### src/rtl/async_fsm_emulator.sv
// Table-driven fundamental-mode asynchronous FSM emulator with a run-time programmable {next_y,z} table.
// Optional macro MULTI_CHG_DET_EN enables the multi-bit input change warning pulse (multi_chg).
module async_fsm_emulator #(
    parameter int XW          = 2,
    parameter int YW          = 2,
    parameter int ZW          = 1,
    parameter int MAX_ITER    = 4,
    parameter int RESET_STATE = 0
) (
    input  logic             clk,
    input  logic             rst_n,
    input  logic             en,
    input  logic             clr,
    input  logic [XW-1:0]    x,
    input  logic             cfg_we,
    input  logic [XW+YW-1:0] cfg_addr,
    input  logic [YW+ZW-1:0] cfg_wdata,
    output logic [YW-1:0]    y,
    output logic [ZW-1:0]    z,
    output logic             stable,
    output logic             busy,
    output logic             osc_err,
    output logic             multi_chg
);

    localparam int AW    = XW + YW;
    localparam int EW    = YW + ZW;
    localparam int DEPTH = 1 << AW;
    localparam int IW    = $clog2(MAX_ITER + 1);

    localparam logic [YW-1:0] RST_Y    = YW'(RESET_STATE);
    localparam logic [IW-1:0] ITER_MAX = IW'(MAX_ITER);

    typedef enum logic [1:0] {
        ST_STABLE = 2'b00,
        ST_SETTLE = 2'b01,
        ST_OSC    = 2'b10
    } state_t;

    state_t          state_r;
    logic [YW-1:0]   y_r;
    logic [XW-1:0]   xs_r;
    logic [IW-1:0]   iter_r;
    logic            osc_err_r;
    logic            stable_r;
    logic            busy_r;
    logic [EW-1:0]   tbl_r [0:DEPTH-1];

    logic [EW-1:0]   entry_s;
    logic [YW-1:0]   next_y_s;
    logic            x_chg_s;

    // Total-state lookup: the table entry addressed by the sampled inputs and current state
    always_comb begin
        entry_s  = tbl_r[{xs_r, y_r}];
        next_y_s = entry_s[EW-1:ZW];
        x_chg_s  = 1'b0;
        if (en && (x != xs_r)) begin
            x_chg_s = 1'b1;
        end else begin
            x_chg_s = 1'b0;
        end
    end

    // Table storage: cleared on reset, written only while input sampling is frozen
    always_ff @(posedge clk or negedge rst_n) begin
        if (!rst_n) begin
            for (int i = 0; i < DEPTH; i++) begin
                tbl_r[i] <= {EW{1'b0}};
            end
        end else if (cfg_we && !en) begin
            tbl_r[cfg_addr] <= cfg_wdata;
        end
    end

    // Settle sequencer: iterates the next-state function until the total state repeats
    always_ff @(posedge clk or negedge rst_n) begin
        if (!rst_n) begin
            state_r   <= ST_STABLE;
            y_r       <= RST_Y;
            xs_r      <= {XW{1'b0}};
            iter_r    <= {IW{1'b0}};
            osc_err_r <= 1'b0;
            stable_r  <= 1'b1;
            busy_r    <= 1'b0;
        end else if (clr) begin
            // clr wins over sampling and settle progress; x is absorbed so no settle follows
            state_r   <= ST_STABLE;
            y_r       <= RST_Y;
            xs_r      <= x;
            iter_r    <= {IW{1'b0}};
            osc_err_r <= 1'b0;
            stable_r  <= 1'b1;
            busy_r    <= 1'b0;
        end else begin
            case (state_r)
                ST_STABLE: begin
                    if (x_chg_s) begin
                        xs_r     <= x;
                        iter_r   <= {IW{1'b0}};
                        state_r  <= ST_SETTLE;
                        stable_r <= 1'b0;
                        busy_r   <= 1'b1;
                    end else begin
                        state_r  <= ST_STABLE;
                        stable_r <= 1'b1;
                        busy_r   <= 1'b0;
                    end
                end
                ST_SETTLE: begin
                    if (next_y_s == y_r) begin
                        state_r  <= ST_STABLE;
                        stable_r <= 1'b1;
                        busy_r   <= 1'b0;
                    end else if (iter_r == ITER_MAX) begin
                        // Transition budget exhausted: freeze y where it is
                        state_r   <= ST_OSC;
                        osc_err_r <= 1'b1;
                        stable_r  <= 1'b0;
                        busy_r    <= 1'b0;
                    end else begin
                        y_r    <= next_y_s;
                        iter_r <= iter_r + {{(IW-1){1'b0}}, 1'b1};
                    end
                end
                ST_OSC: begin
                    state_r  <= ST_OSC;
                    stable_r <= 1'b0;
                    busy_r   <= 1'b0;
                end
                default: begin
                    state_r  <= ST_STABLE;
                    y_r      <= RST_Y;
                    iter_r   <= {IW{1'b0}};
                    stable_r <= 1'b1;
                    busy_r   <= 1'b0;
                end
            endcase
        end
    end

`ifdef MULTI_CHG_DET_EN
    logic multi_chg_r;

    function automatic logic more_than_one(input logic [XW-1:0] v);
        int unsigned cnt;
        cnt = 32'd0;
        for (int i = 0; i < XW; i++) begin
            if (v[i]) begin
                cnt = cnt + 32'd1;
            end
        end
        return (cnt > 32'd1);
    endfunction

    // Fundamental-mode violation warning, raised only on the sampling edge
    always_ff @(posedge clk or negedge rst_n) begin
        if (!rst_n) begin
            multi_chg_r <= 1'b0;
        end else if (clr) begin
            multi_chg_r <= 1'b0;
        end else if ((state_r == ST_STABLE) && x_chg_s) begin
            multi_chg_r <= more_than_one(x ^ xs_r);
        end else begin
            multi_chg_r <= 1'b0;
        end
    end

    assign multi_chg = multi_chg_r;
`else
    assign multi_chg = 1'b0;
`endif

    assign y       = y_r;
    assign z       = entry_s[ZW-1:0];
    assign stable  = stable_r;
    assign busy    = busy_r;
    assign osc_err = osc_err_r;

endmodule
### config.mk
export PLATFORM = sky130hd
export DESIGN_NAME = async_fsm_emulator
export DESIGN_NICKNAME = d
export VERILOG_FILES = /design/src/rtl/async_fsm_emulator.sv
export SDC_FILE = /design/constraint.sdc
export NUM_CORES = 1
export LEC_CHECK = 0
export BUFFER_PORTS_ARGS = -buffer_cell sky130_fd_sc_hd__buf_2
export CAP_MARGIN = 5
export CORE_UTILIZATION = 45
export CTS_BUF_LIST = sky130_fd_sc_hd__clkbuf_16
export CTS_CLUSTER_DIAMETER = 150
export DETAILED_ROUTE_END_ITERATION = 7
export GPL_TIMING_DRIVEN = 0
export SLEW_MARGIN = 20
export SYNTH_ARGS = -nofsm -noshare
export SYNTH_HDL_FRONTEND = slang
export SYNTH_SLANG_ARGS = --single-unit
### constraint.sdc
create_clock -name clk -period 7.07 [get_ports clk]
set_clock_uncertainty 0.2 [all_clocks]
set_input_delay 1.7675 -clock clk [delete_from_list [all_inputs] [get_ports clk]]
set_output_delay 1.7675 -clock clk [all_outputs]
set_load 0.01 [all_outputs]
Word level (Yosys, flattened, before mapping)
Cells that the tools add are included.
W data, S select, Z words.
{ "word_totals": {"out_inout_bits": 7, "reg_bits": 60, "input_bits": 14, "elab_cells": 92} }
{ "op_classes": {"magnitude_cmp": 3, "reduce_logical": 14, "bitwise_logic": 2, "n_mux": 37, "add_sub_neg": 1, "n_eq_ne": 12} }
{ "op_table": {"columns": ["operator", "count"], "rows": [
  ["$bwmux W48", 1],
  ["$mux W3", 7],
  ["$mux W2", 9],
  ["$mux W1", 13],
  ["$bmux W3 S4", 1],
  ["$demux W3 S4", 1],
  ["$ge A5 B5 Y1 const B", 2],
  ["$not A4 Y5", 2],
  ["$ne A3 B3 Y1 const B", 3],
  ["$pmux W3 S3", 1],
  ["$reduce_bool A2 Y1", 4],
  ["$pmux W2 S3", 1],
  ["$reduce_and A3 Y1", 2],
  ["$lt A5 B1 Y1 const B", 1],
  ["$ne A2 B2 Y1 const B", 2],
  ["$ne A4 B4 Y1 const B", 1],
  ["$pmux W2 S2", 1],
  ["$reduce_and A4 Y1", 1],
  ["$add A3 B1 Y3 const B", 1],
  ["$eq A3 B3 Y1 const B", 1],
  ["$logic_and A1 B1 Y1", 3],
  ["$pmux W1 S3", 1],
  ["$eq A2 B1 Y1 const B", 1],
  ["$eq A2 B2 Y1", 1],
  ["8 further kinds", 8]
]} }

Depth between registers and ports, before layout
{ "depth": {"ltp_word": 8, "ltp_mapped": 8} }

Worst setup path before layout
Ideal clock, no wire load.
{ "synth_path": {"kind": "reg2out", "from": "register y_r[0] (netlist: y[0])", "to": "output z", "arrival_ns": 1.588, "path_stages_with_launch": 4, "slack_ns": 3.515, "cell_sequence": "dfrtp_1 > buf_6 > mux4_1 > mux4_2"} }
{ "synth_via": {"elab_chain_len": 4} }
{ "synth_lines": {"columns": ["element", "line_no", "text"], "rows": [
  ["from (decl)", "41", "logic [YW-1:0] y_r;"],
  ["from (signal assigned)", "122", "y_r <= next_y_s;"],
  ["$not A4 Y5 (implied by the code)", "55", "entry_s = tbl_r[{xs_r, y_r}];"],
  ["$bmux W3 S4", "55", null],
  ["$mux W3 (implied by the code) (2 in series)", "55", null],
  ["to (decl)", "19", "output logic [ZW-1:0] z,"]
]} }
Every way passes these cells. The select of a mux whose other input is x is not followed.

Final worst setup path
Same ends and word-level chain as after synthesis.

==> impl_metrics.csv <==
group,metric,value,unit
outcome,status,"completed",
route,via_count,1767,
logic_synthesis,netlist_instances,207,
placed_design,port_buffers,19,
timing,fin_crit_sh,57.5,%
cts,clk_pin_slew,50,ps
floorplan,row_count,28,
cts,post_cts_buffers,0,
worst_setup_path,worstSetupEndpointType,"output port",
worst_hold_path,min_path_type,"reg -> reg",
cells_and_area,final_cells,316,
floorplan,core,6100,µm²
global_route,grt_usage,20.7,%
cells_and_area,fin_area,3410,µm²
timing,timing.fmax,0.246,GHz
worst_hold_path,hold_path_depth,1,
timing,slew_headroom,49.5,%
logic_synthesis,yosys-top-cells-area,"dfrtp_1 51%, mux2_2 20%, mux4_1 7.2%, mux4_2 4.6%, nand2_1 2.2%",
route,drc_errors,0,
cells_and_area,antennaDiodeCount,0,
worst_setup_path,crit_path_cell_trace,"buf_6, mux4_1, mux4_2, buf_2",
global_route,grt_pass1_vias,1767,
cts,max-clock-path-buffers,2,
power_and_ir_drop,power_density,311,nW/µm²
cts,cts_tree,"yes",
worst_setup_path,r2r_slack,4020,ps
floorplan,dieArea,6800,µm²
logic_synthesis,ys_seq_area_share,51.5,%
worst_setup_path,worst-path-buf-inv,2,
worst_hold_path,hold-path-endpoint,"tbl_r[40]",
logic_synthesis,syn_nets,223,
cts,clockRootBuffer,"clkbuf_16",
worst_setup_path,cp_max_fo,9,
global_route,grt_max_degree,61,
timing,worst_hold_slack,293,ps
cts,clk_latency,320,ps
worst_setup_path,r2r-end,"iter_r[0]",
floorplan,start_util,47.8,%
floorplan,die_h,82.5,µm
worst_setup_path,cpPeakStageDelay,630,ps
placed_design,dpl_cell_area,3110,µm²
job,max-cap-violations,0,
placed_design,dp.cells,301,
cts,post_cts_resized,0,
logic_synthesis,synth_top_family_by_area,"multiplexers",
worst_setup_path,crit_type,"reg -> out",
power_and_ir_drop,ir_drop,0.177,mV
timing,tns,0,ps
logic_synthesis,async_flop_share,100,%
placed_design,gp_congestion,0.775,
timing,period_needed,4070,ps
global_route,met3_usage,3.96,%
logic_synthesis,yosys-top-cells-count,"59 x dfrtp_1, 53 x mux2_2, 17 x nand2_1",
global_route,grt_overflow_total,0,
cells_and_area,drive_gt1_share,41.9,%
global_route,grt_pass1_wl,9.56,mm
cells_and_area,layout-area-overhead-vs-synth,17.0,%
worst_setup_path,r2r-start,"xs_r[1]",
placed_design,post-place-ws,3340,ps
logic_synthesis,synth_xor_xnor_area_share,1.16,%
route,viasPerCell,5.59,
logic_synthesis,synth-edff-count,0,
logic_synthesis,yosysTopAreaCell,"dfrtp_1",
route,drt-pass1-iter-count,5,
logic_synthesis,yosys.area_share.simple,6.39,%
power_and_ir_drop,p_leak,1.57,nW
route,ant_nets,0,
worst_setup_path,crit_arrival,2100,ps
logic_synthesis,yosys_warnings,0,
floorplan,die_w,82.5,µm
logic_synthesis,ys_types,34,
global_route,use_met2,29.3,%
logic_synthesis,synthMuxAreaShare,32.7,%
route,drt_iter0_markers,113,
timing,drv_slew,0,
timing,finalSetupViolCount,0,
logic_synthesis,yosysMostFrequentCell,"dfrtp_1",
global_route,use_met1,30.1,%
logic_synthesis,yosys_most_used_dff,"dfrtp_1",
logic_synthesis,yosys_register_bits,60,
route,wl,5.97,mm
worst_setup_path,crit_slowest_cell,"mux4_1",
logic_synthesis,synthAdderAreaFrac,0.858,%
cells_and_area,fin_util,56.0,%
timing,rsz0062_at_grt,"no",
route,wl_per_cell,18.9,µm
power_and_ir_drop,power,1.06,mW
placed_design,hpwlAfterDp,4.18,mm
logic_synthesis,synth_compound_area_share,4.55,%
timing,fin_ws,3000,ps
global_route,grt.busiest_layer,"met1",
worst_hold_path,hold_start,"tbl_r[40]",
worst_setup_path,critPathLaunchType,"flop",
cts,cts-htree-levels,3,
cts,hold_buffers,0,
timing,finalHoldViolations,0,
worst_setup_path,reg2reg_depth,7,
cells_and_area,n_fill_cell,521,
floorplan,num_io_pins,21,
logic_synthesis,synth_top_area_share,50.6,%
worst_setup_path,critPathTopFamily,"multiplexers",
cts,cts-buffers-inserted,9,
logic_synthesis,syn_avg_cell_area,14.1,µm²
global_route,antenna_found_initial,0,
timing,worstMarginPinSlew,758,ps
cts,cts_sinks,60,
worst_setup_path,cp.required,5100,ps
cells_and_area,num-nets-final,253,
logic_synthesis,synthesis.area,2920,µm²
[worst max path at each step]
stage | to | cells past startpoint | slack, ps | from
after floorplan | z | 3 | 3510 | y[0]
after global placement | z | 4 | 3320 | y[0]
final | z | 4 | 3000 | y[0]
after global routing | z | 4 | 2950 | y[0]
after CTS | z | 4 | 3000 | y[0]
after detailed placement | z | 4 | 3340 | y[0]
[worst register-to-register path, stage by stage (launching register included)]
cell      delay [ps]
dfrtp_1          350
clkbuf_1         540
mux4_1           450
mux4_2           550
xnor2_2          170
a21boi_2         220
o21ai_0          160
mux2_2           300
[area by class of cell]
type,instances,area (µm²),area share [%]
inverters,5,18.8,0.550
clock buffers,9,225,6.60
well taps,75,93.8,2.75
repair buffers,19,97.6,2.86
clock inverters,6,80.1,2.35
plain buffers,9,60.1,1.76
multi-input cells,133,1330,39.1
flip-flops and latches,60,1500,44.0
[flip-flops by register name, summed over array words and instances, names as in the netlist]
name	count
xs_r	2
y	2
iter_r	3
state_r	2
stable	1
tbl_r	48
osc_err	1
busy	1
[power by group]
part           total (mW)  internal (mW)  switching (mW)
Combinational       0.182          0.102          0.0799
Sequential          0.431          0.403          0.0285
Clock               0.450          0.303           0.147
Total                1.06          0.808           0.255
[cell families after synthesis]
group           after synthesis
simple gates                 40
compound gates               19
xor+xnor                      3
fa+ha+maj                     2
flops                        60
other cells                   1
mux                          68
buf+inv                      14
[routing by layer]
| metal | wire [µm] | part of all wire [%] |
|---|---|---|
| met5 | 0 | 0 |
| met2 | 2610 | 44 |
| met3 | 175 | 2.9 |
| met1 | 3070 | 51 |
| met4 | 114 | 1.9 |
[layout by cell type (no fill, tap or decap), types with 2 or more instances in the layout]
master and n:
dfrtp_1 59, mux2_2 53, buf_2 18, nand2_1 17
clkbuf_16 9, mux4_1 8, nor2_1 8, mux4_2 6
inv_1 5, clkbuf_1 5, nor2b_1 5, o21ai_0 5
buf_6 3, nor3_1 3, a21oi_1 3, a22o_1 3
a21o_2 2, xor2_1 2, o22ai_1 2, ha_1 2
buf_4 2, bufinv_16 2, clkinv_1 2
No activity file was read; power rests on OpenSTA's default activity.
